==> src/rtl/jpeg_blk_writer.sv <==
// Scatters a block-ordered encoder byte stream into a raster-ordered frame buffer.
// Optional status outputs (byte_count, overflow) are enabled by JPEG_BLK_WRITER_STATUS_EN.
module jpeg_blk_writer #(
  parameter int unsigned WIDTH     = 320,
  parameter int unsigned HEIGHT    = 200,
  parameter int unsigned BPP       = 2,
  parameter int unsigned BLK       = 8,
  parameter int unsigned ADDR_W    = 17,
  parameter int unsigned BASE_ADDR = 0
) (
  input  logic              clk,
  input  logic              reset_n,
  input  logic              start,
  input  logic              abort,
  input  logic              in_valid,
  input  logic [7:0]        in_data,
  output logic              in_ready,
  input  logic              mem_ready,
  output logic [ADDR_W-1:0] addr,
  output logic [7:0]        data,
  output logic              we,
  output logic              busy,
  output logic              frame_done
`ifdef JPEG_BLK_WRITER_STATUS_EN
  ,
  output logic [ADDR_W-1:0] byte_count,
  output logic              overflow
`endif
);

  typedef enum logic [0:0] {StIdle, StRun} state_e;
  typedef logic [15:0] cnt_t;

  localparam cnt_t       WLast   = cnt_t'(WIDTH - 1);
  localparam cnt_t       HLast   = cnt_t'(HEIGHT - 1);
  localparam cnt_t       BlkLast = cnt_t'(BLK - 1);
  localparam cnt_t       BlkStep = cnt_t'(BLK);
  localparam logic [1:0] BppLast = 2'(BPP - 1);

  state_e      state_q, state_d;
  logic [1:0]  byte_cnt_q, byte_cnt_d;
  cnt_t        px_q, px_d, py_q, py_d, bx_q, bx_d, by_q, by_d;
  cnt_t        col, row;
  logic        accept, last_col, last_row, col_end, row_end, pix_last, frame_end;
  logic [ADDR_W-1:0] addr_calc;

  assign in_ready = (state_q == StRun) && mem_ready;
  assign busy     = (state_q == StRun);
  assign accept   = in_valid && in_ready;

  always_comb begin
    col       = bx_q + px_q;
    row       = by_q + py_q;
    last_col  = (col == WLast);
    last_row  = (row == HLast);
    col_end   = (px_q == BlkLast) || last_col;
    row_end   = col_end && ((py_q == BlkLast) || last_row);
    pix_last  = (byte_cnt_q == BppLast);
    frame_end = pix_last && last_col && last_row;
    addr_calc = ADDR_W'(BASE_ADDR)
              + (ADDR_W'(row) * ADDR_W'(WIDTH) + ADDR_W'(col)) * ADDR_W'(BPP)
              + ADDR_W'(byte_cnt_q);
  end

  always_comb begin
    state_d    = state_q;
    byte_cnt_d = byte_cnt_q;
    px_d       = px_q;
    py_d       = py_q;
    bx_d       = bx_q;
    by_d       = by_q;
    if (abort) begin
      state_d = StIdle;
    end else if (start) begin
      state_d    = StRun;
      byte_cnt_d = '0;
      px_d       = '0;
      py_d       = '0;
      bx_d       = '0;
      by_d       = '0;
    end else if (accept) begin
      if (!pix_last) begin
        byte_cnt_d = byte_cnt_q + 2'd1;
      end else begin
        byte_cnt_d = '0;
        if (frame_end) begin
          state_d = StIdle;
          px_d    = '0;
          py_d    = '0;
          bx_d    = '0;
          by_d    = '0;
        end else if (!col_end) begin
          px_d = px_q + cnt_t'(1);
        end else if (!row_end) begin
          px_d = '0;
          py_d = py_q + cnt_t'(1);
        end else if (!last_col) begin
          px_d = '0;
          py_d = '0;
          bx_d = bx_q + BlkStep;
        end else begin
          px_d = '0;
          py_d = '0;
          bx_d = '0;
          by_d = by_q + BlkStep;
        end
      end
    end
  end

  always_ff @(posedge clk or negedge reset_n) begin
    if (!reset_n) begin
      state_q    <= StIdle;
      byte_cnt_q <= '0;
      px_q       <= '0;
      py_q       <= '0;
      bx_q       <= '0;
      by_q       <= '0;
      addr       <= '0;
      data       <= '0;
      we         <= 1'b0;
      frame_done <= 1'b0;
    end else begin
      state_q    <= state_d;
      byte_cnt_q <= byte_cnt_d;
      px_q       <= px_d;
      py_q       <= py_d;
      bx_q       <= bx_d;
      by_q       <= by_d;
      we         <= accept;
      // An aborted frame never reports completion, even on its final byte.
      frame_done <= accept && frame_end && !abort;
      if (accept) begin
        addr <= addr_calc;
        data <= in_data;
      end
    end
  end

`ifdef JPEG_BLK_WRITER_STATUS_EN
  logic [4:0] win_q;
  logic       start_eff;

  assign start_eff = start && !abort;

  // win_q counts down the post-frame window in which stray input means encoder overrun.
  always_ff @(posedge clk or negedge reset_n) begin
    if (!reset_n) begin
      win_q      <= '0;
      byte_count <= '0;
      overflow   <= 1'b0;
    end else begin
      if (start_eff) begin
        win_q <= '0;
      end else if (accept && frame_end) begin
        win_q <= 5'd16;
      end else if ((state_q == StIdle) && (win_q != 5'd0)) begin
        win_q <= win_q - 5'd1;
      end
      if (start_eff) begin
        byte_count <= '0;
      end else if (accept) begin
        byte_count <= byte_count + ADDR_W'(1);
      end
      if (start_eff) begin
        overflow <= 1'b0;
      end else if ((state_q == StIdle) && in_valid && (win_q != 5'd0)) begin
        overflow <= 1'b1;
      end
    end
  end
`endif

endmodule
==> config.mk <==
export PLATFORM = sky130hd
export DESIGN_NAME = jpeg_blk_writer
export DESIGN_NICKNAME = d
export VERILOG_FILES = /design/src/rtl/jpeg_blk_writer.sv
export SDC_FILE = /design/constraint.sdc
export NUM_CORES = 1
export LEC_CHECK = 0
export CAP_MARGIN = 20
export CORE_UTILIZATION = 65
export DETAILED_ROUTE_END_ITERATION = 10
export GPL_ROUTABILITY_DRIVEN = 0
export GPL_TIMING_DRIVEN = 0
export PLACE_DENSITY_LB_ADDON = 0.15
export SKIP_LAST_GASP = 1
export SYNTH_ARGS = -nofsm -noshare
export SYNTH_HDL_FRONTEND = slang
export SYNTH_SLANG_ARGS = --single-unit
==> constraint.sdc <==
create_clock -name clk -period 5.7 [get_ports clk]
set_input_delay 0.855 -clock clk [delete_from_list [all_inputs] [get_ports clk]]
set_output_delay 0.855 -clock clk [all_outputs]
set_load 0.02 [all_outputs]
### After elaboration in Yosys (flattened, before gate mapping)

Index checks and enable logic that the tools add are counted.

| word-level totals | value |
|---|---|
| bits in read-only memories | 0 |
| logic and storage cells | 83 |
| register bits after elaboration | 94 |
| output and inout bits | 29 |
| bits of input ports | 14 |
| memories kept | 0 |
| RAM bits | 0 |
| bits in latches | 0 |

| operators by class | value |
|---|---|
| divide/modulo/power cells | 0 |
| multipliers | 1 |
| shift-type cells | 0 |
| reductions and logical operators | 24 |
| bitwise operators | 1 |
| multiplexer cells | 33 |
| add/sub/neg operators | 9 |
| equality and inequality tests | 5 |
| order comparisons | 0 |

Operators by type and width:

| cell | number |
|---|---|
| 16-bit 2-to-1 mux | 25 |
| 16-bit adder | 3 |
| 16-bit by 1-bit adder with 16-bit output, second input constant | 2 |
| 16-bit by 4-bit adder with 16-bit output, second input constant | 2 |
| 16-bit by 3-bit equality test with 1-bit output, second input constant | 2 |
| 3-bit nonzero test | 6 |
| 17-bit by 2-bit adder with 17-bit output | 1 |
| 16-bit by 8-bit equality test with 1-bit output, second input constant | 1 |
| 16-bit by 9-bit equality test with 1-bit output, second input constant | 1 |
| 16-bit by 3-bit multiplier with 10-bit output, second input constant | 1 |
| 1-bit logical AND | 7 |
| 2-bit 2-to-1 mux | 3 |
| 3-bit AND reduction | 2 |
| 6-bit AND reduction | 1 |
| 1-bit 2-to-1 mux | 5 |
| 5-bit AND reduction | 1 |
| 4-bit AND reduction | 1 |
| 2-bit nonzero test | 2 |
| 2-bit by 1-bit adder with 2-bit output, second input constant | 1 |
| 2-bit by 1-bit equality test with 1-bit output, second input constant | 1 |
| 1-bit logical OR | 2 |
| 2-bit AND reduction | 1 |
| 1-bit logical NOT | 1 |
| 1-bit inverter | 1 |

### Depth between registers and ports, before layout

Gate-level depths: netlist of run 1.

| depth | value |
|---|---|
| depth in word-level cells | 10 |
| mapped depth | 16 |
| mapped depth without buffers | 16 |

### Worst setup path before layout of run 1

No wires, ideal clock.

| timing path | value |
|---|---|
| kind | flip-flop to flip-flop |
| start point | register py_q[4] |
| end point | register addr[16] |
| arrival time | 3.452 ns |
| library setup time | 0.133 ns |
| slack | 2.114 ns |
| buffers on the path | 0 |
| stages on the path, launching flop included | 16 |
| cell sequence | dfrtp_1 ha_1 a211oi_1 o21bai_1 a21oi_1 xor2_1 inv_1 ha_1 ha_1 a21oi_1 o21ai_0 xnor3_1 xor2_1 xnor2_1 xnor2_1 o21ai_0 |

| on the way | value |
|---|---|
| longest elaborated chain between the ends | 4 |

Ends and longest elaborated chain:

| item | line | RTL |
|---|---|---|
| from (decl) | 42 | `cnt_t px_q, px_d, py_q, py_d, bx_q, bx_d, by_q, by_d;` |
| from (signal assigned) | 127 | `py_q <= py_d;` |
| 16-bit adder | 53 | `row = by_q + py_q;` |
| 16-bit by 3-bit multiplier with 10-bit output | 61 | `+ (ADDR_W'(row) * ADDR_W'(WIDTH) + ADDR_W'(col)) * ADDR_W'(BPP)` |
| 16-bit adder | 61 |  |
| 17-bit by 2-bit adder with 17-bit output | 62 | `+ ADDR_W'(byte_cnt_q);` |
| to (signal assigned) | 134 | `addr <= addr_calc;` |
| to (decl) | 19 | `output logic [ADDR_W-1:0] addr,` |

No other way between the ends.
A chain may end at the register's enable or synchronous reset.

### Worst setup path after layout of run 1

| timing path | value |
|---|---|
| start point | register py_q[4] |
| end point | register by_q[10] |

| on the way | value |
|---|---|
| longest elaborated chain between the ends | 7 |

Ends and longest elaborated chain:

| item | line | RTL |
|---|---|---|
| 16-bit adder | 53 |  |
| 16-bit by 8-bit equality test with 1-bit output | 55 | `last_row = (row == HLast);` |
| 1-bit logical AND | 59 | `frame_end = pix_last && last_col && last_row;` |
| 16-bit 2-to-1 mux | 86 | `if (frame_end) begin` |
| 16-bit 2-to-1 mux | 82 | `if (!pix_last) begin` |
| 16-bit 2-to-1 mux | 81 | `end else if (accept) begin` |
| 16-bit 2-to-1 mux | 74 | `end else if (start) begin` |
| to (signal assigned) | 129 | `by_q <= by_d;` |
| to (decl) | 42 |  |

Parallel ways exist; a longest one is shown, timed or not. The select of a mux whose other input is x is not followed.

==> results of run 1 <==
placed cells by master (no fill, tap or decap), drive strengths merged, types with 33 or more instances in the layout:
master / synthesis / routed
a21oi: 45 / 45
clkbuf: 25 / 34
clkdlybuf4s50: 0 / 40
dfrtp: 88 / 88
ha: 50 / 50
inv: 30 / 35
nand2: 113 / 113
nand3: 33 / 33
nor2: 40 / 40
o21ai: 59 / 59
o31ai: 38 / 38
xor2: 38 / 38
worst max-delay path: cells and delay by family (launching register included):
| family | cells | cell delay, ns |
|---|---|---|
| buffers and inverters | 1 | 0.33 |
| AO/OA/AOI/OAI | 6 | 1.73 |
| AND/OR/NAND/NOR | 2 | 0.65 |
| adder cells (fa/ha/maj) | 1 | 0.38 |
| flip-flops | 1 | 0.49 |
| XOR/XNOR | 1 | 0.58 |
through the flow:
stage | cell area [um2] | hold slack [ns] | cells | power (mW)
final | 7530 | 0.465 | 990 | 1.59
after global routing | 7530 | 0.506 | 990 | 1.67
after CTS | 7530 | 0.486 | 990 | 1.59
after detailed placement | 7350 | 0.466 | 974 | 1.16
after global placement | 7320 | 0.457 | 973 | 1.14
after floorplan | 6750 | 0.470 | 799 | 0.981
registers in the layout (all words and copies together) (netlist names):
| signal | count |
|---|---|
| py_q | 16 |
| we | 1 |
| px_q | 16 |
| busy | 1 |
| frame_done | 1 |
| byte_cnt_q | 2 |
| data | 8 |
| addr | 17 |
| bx_q | 13 |
| by_q | 13 |
power by group through the flow:
stage / registers [mW] / logic, mW / clock network (mW)
after floorplan: 0.784 / 0.197 / 0
after global placement: 0.744 / 0.399 / 0
after detailed placement: 0.747 / 0.413 / 0
after CTS: 0.735 / 0.416 / 0.442
after global routing: 0.744 / 0.455 / 0.468
final: 0.737 / 0.418 / 0.440
metal layers:
metal  GRT usage (%)  wire length [um]  vias up
li1                -                 -     3019
met1            46.2              7610     3096
met2            54.4              8410      328
met3            7.27              1580       55
met4            11.7               468        0
met5               0                 0        -
kinds of logic (layout without fill, tap and decap cells):
group                    count (synthesis)  count (layout)  share of synthesized area, %
AND/OR/NAND/NOR                        313             313                          23.6
buffers and inverters                   60             118                          3.41
AO/OA/AOI/OAI                          211             211                          20.4
adder cells (fa/ha/maj)                 52              52                          9.87
flip-flops                              88              88                          32.6
other                                    1               1                        0.0556
multiplexers                             6               6                         0.909
XOR/XNOR                                68              68                          9.14
worst paths after layout:
| kind | start | to | slack (ns) |
|---|---|---|---|
| worst min-delay path | reset_n | addr[14] | 0.47 |
| min in group clk | addr[10] | addr[10] | 0.48 |
| worst max-delay path | py_q[4] | by_q[10] | 1.41 |
| worst min register to register | addr[10] | addr[10] | 0.48 |
| worst max register to register | py_q[4] | by_q[10] | 1.41 |
| max in group asynchronous | reset_n | addr[0] | 4.60 |
final cells by class:
type,count,area (um2)
Multi-Input combinational cell,651,4310
Inverter,30,113
Clock buffer,9,124
Timing Repair Buffer,42,435
Clock inverter,7,62.6
Buffer,30,118
Sequential cell,88,2200
Tap cell,133,166
Fill cell,748,2370
==> metrics.txt, run 1 <==
clk slew on worst S/H paths=0.11 ns; CTS Buffer Depth=2; Clk Latency, worst-skew pair=0.38 ns; Area growth syn-to-layout=11.7%; internal cell power=1.03 mW; die width=104 um; count of input and output buffers=41; largest net degree at the start of global routing=46; setup ws final=1.41 ns; # Max-Cap Violations=0; htree depth=3; Crit Path Category=register to register; Root Buffer=clkbuf_8; fraction of layout cells with a size suffix above 1=4.20%; Pwr Density=212 nW/um2; Ports=43; Synth area leader=dfrtp_1; CP Data Arrival Time=4.54 ns; crit path cell chain=ha_1, xnor2_1, o221ai_1, a211oi_1, nand4_1, or4_1, o31ai_1, a21oi_1, clkbuf_1, o31ai_1, o31ai_1; crit path max fanout=10; DIE HEIGHT=104 um; most frequently used flop master after synthesis=dfrtp_1; worst vdd ir=0.186 mV; number of synthesized flops with an enable pin=0; HPWL Detailed=13800 um; antenna cells=0; critical path's slowest cell=xnor2_1; clk sinks=88; Post CTS Setup Buffer Count=0; detailed router's first-iteration violation count=582; 1st-pass router iterations=5; Least-Margin Pin Slew=0.814 ns; initial antenna violation count=0; hold buffers post-CTS=0; f_max=0.233 GHz; max-slew violations=0; Routed Antenna Nets=0; synthesized net count=865; Critical Path RT=5.95 ns; sw power=0.567 mW; GRT Util Overall=34.1%; total grt overflow=0; first-pass GRT wire length=29700 um; Rel. slew slack=45.1%; share of the synthesized area in the top cell type=32.6%; startpoint types=register; setup TNS=0 ns; final period demand of the worst path=4.29 ns; Fin. Hold Viols=0; skew final=0.0129 ns; Netlist cell types=68; Num CTS Buffers=9; Place WS=1.58 ns; HP Class=primary input to async pin; CTS resizes=0; synthesis-stage register bit count=88; utilization after layout=76.0%; Syn Std Cell Area=6750 um2; drc violations=0; vias in the first global route=6103; RSZ-0062 raised after global routing=false; critical path's largest stage delay=0.58 ns; # nets final=918; die area=10800 um2; total wire length=18100 um; CTS tree=yes; top cells by count, synth=nand2_1, dfrtp_1, o21ai_0; synth warn=0; Seq/Total Area, Yosys=32.6%; Final Setup Violations=0; Comb pwr share=26.2%; syn avg cell area=8.44 um2; leakage power=3.45 nW; Reg2Reg Depth=11; ys async rst share=100%; initial core utilization=68.1%; post-route clock period utilization=75.3%; most common cell in the netlist=nand2_1; power share of the clock group=27.6%; Worst Setup End Kind=register; WL/cell=18.2 um; synth top area cells=dfrtp_1, ha_1, nand2_1, xor2_1, o21ai_0; Net Sw Frac=35.6%; vias per cell=6.56; Most Frequent Cell on Critical Path=o31ai_1; via count=6498; num rows=36; status=complete, no violations; register share of total power=46.2%; Syn Inst Count=799; total core area=9910 um2
Power figures use the tool's default switching activity.
==> run 2: changes to the inputs <==
--- a/config.mk
+++ b/config.mk
@@ -6,7 +6,7 @@
 export NUM_CORES = 1
 export LEC_CHECK = 0
 export CAP_MARGIN = 20
-export CORE_UTILIZATION = 65
+export CORE_UTILIZATION = 61
 export DETAILED_ROUTE_END_ITERATION = 10
 export GPL_ROUTABILITY_DRIVEN = 0
 export GPL_TIMING_DRIVEN = 0
==> constraint.sdc (replaced) <==
create_clock -name clk -period 4.4 [get_ports clk]
set_input_delay 0.66 -clock clk [delete_from_list [all_inputs] [get_ports clk]]
set_output_delay 0.66 -clock clk [all_outputs]
set_load 0.02 [all_outputs]
==> run 2 against run 1 <==
Worst setup slack worse by 1.1 ns. Largest cell class unchanged. Design area grew 0.28%. Highest routed layer unchanged. Total power rose by 27%.
==> metrics.txt, run 2 (same netlist as run 1, synthesis figures left out) <==
Area growth syn-to-layout=12.0%; HPWL Detailed=13400 um (-3.1%); DP Area=7360 um2 (+0.12%); die width=107 um (+3.2%); total wire length=17300 um (-4.2%); status=complete, no violations; Largest register FFs=17 (unchanged); # nets final=918 (unchanged); crit path max fanout=6 (-4); leakage power=3.45 nW (-0.12%); detailed router's first-iteration violation count=545 (-6.4%); Clk Latency, worst-skew pair=0.38 ns (about the same); Rel. slew slack=46.2% (+1.1 points); Critical Path RT=4.64 ns (-1.31 ns); DIE HEIGHT=107 um (+3.2%); total grt overflow=0 (unchanged); RSZ-0062 raised after global routing=false; hold buffers post-CTS=0 (unchanged); f_max=0.242 GHz (+4.1%); Routed Antenna Nets=0 (unchanged); vias per cell=6.29 (-4.1%); Largest regs=addr x17, px_q x16, py_q x16; first-pass GRT wire length=28000 um (-6.0%); drc violations=0 (unchanged); largest net degree at the start of global routing=50 (+8.7%); max-slew violations=0 (unchanged); HP Class=primary input to async pin; Finished Cell Area=7560 um2 (+0.28%); Ports=43 (unchanged); initial core utilization=62.5% (-5.6 points); largest reg by FF count=addr; multi-input combinational cell area=4330 um2 (+0.41%); WL/cell=17.4 um (-4.9%); most frequent cells in the layout=nand2_1, dfrtp_1, o21ai_0; Num CTS Buffers=9 (unchanged); GRT Util Overall=31.1% (-3.1 points); post-route clock period utilization=93.8% (+18 points); num rows=38 (+5.6%); Root Buffer=clkbuf_8; Final Power=2.02 mW (+27%); # Max-Cap Violations=0 (unchanged); clk slew on worst S/H paths=0.10 ns (about the same); Least-Margin Pin Slew=0.800 ns (-0.0140 ns); Fin. Hold Viols=0 (unchanged); CTS Buffer Depth=2 (unchanged); vias in the first global route=5708 (-6.5%); worst vdd ir=0.213 mV (+15%); fill cell count=850 (+14%); Worst Setup End Kind=register; die area=11500 um2 (+6.4%); via count=6276 (-3.4%); fraction of layout cells with a size suffix above 1=4.55% (+0.35 points); antenna cells=0 (unchanged); Crit Path Category=register to register; final period demand of the worst path=4.13 ns (-0.168 ns); count of input and output buffers=41 (unchanged); htree depth=3 (unchanged); register area=2200 um2 (unchanged); startpoint types=register; Pwr Density=267 nW/um2 (+26%); initial antenna violation count=0 (unchanged); CTS tree=yes; total core area=10800 um2 (+8.9%); skew final=0.0125 ns (-0.000365 ns); clk sinks=88 (unchanged); Post-Layout Cell Count=997 (+0.71%); 1st-pass router iterations=5 (unchanged); commonest non-fill, non-tap cell in the layout=nand2_1; total placed cells including tap cells=981 (+0.72%); Final Setup Violations=0 (unchanged); CP Data Arrival Time=4.37 ns (-0.17 ns)
==> run 2: power by group <==
group	internal [mW]	switching, mW
registers	0.882	0.0728
clock network	0.222	0.307
logic	0.230	0.306
total	1.33	0.686
==> run 2: what timing repair did <==
action,in CTS,in global routing
gates resized for setup,0,3
buffers inserted,0,0
setup endpoints to repair,0,8
==> run 2: final timing paths <==
check,startpoint,end,slack [ns],cells past startpoint
hold reg to reg,data[0],data[0],0.48,2
hold / removal,reset_n,addr[7],0.25,1
max in group asynchronous,reset_n,py_q[12],3.52,2
min in group clk,data[0],data[0],0.48,2
setup reg to reg,py_q[4],addr[16],0.27,15
setup / recovery,py_q[4],addr[16],0.27,15
==> run 2: area by class of cell <==
| type | instances | share of cell area [%] |
|---|---|---|
| multi-input cells | 651 | 57.3 |
| flip-flops and latches | 88 | 29.1 |
| repair buffers | 42 | 5.76 |
| well taps | 140 | 2.32 |
| clock buffers | 10 | 1.82 |
| plain buffers | 30 | 1.56 |
| inverters | 30 | 1.49 |
| clock inverters | 6 | 0.580 |
==> run 2: routing by layer <==
layer	vias up	track usage, %	share of wire, %
met5	-	0	0
met4	0	10.6	2.0
met3	26	4.13	6.0
met2	215	51.1	47
met1	3015	42.2	44
li1	3020	-	-
==> run 2: stage by stage <==
| step | setup TNS [ns] | setup WS [ns] | hold WS, ns | utilization, % |
|---|---|---|---|---|
| finish | 0 | 0.273 | 0.246 | 70.0 |
| global route | 0 | 0.0484 | 0.286 | 70.0 |
| CTS | 0 | 0.280 | 0.256 | 69.8 |
| detailed placement | 0 | 0.321 | 0.461 | 68.2 |
| global placement | -41.46 | -0.481 | 0.452 | 67.9 |
| floorplan | 0 | 0.814 | 0.364 | - |
==> run 2: critical path, cell delays in order, from the launching register on <==
cell and delay, ns:
dfrtp_1 0.48, ha_1 0.41, a211oi_2 0.34, o21bai_1 0.16, a21oi_1 0.19, xor2_1 0.32, inv_1 0.08, ha_1 0.31
ha_1 0.35, a21oi_1 0.16, o21ai_0 0.12, xnor3_1 0.38, xor2_1 0.18, xnor2_1 0.23, xnor2_1 0.15, o21ai_0 0.11
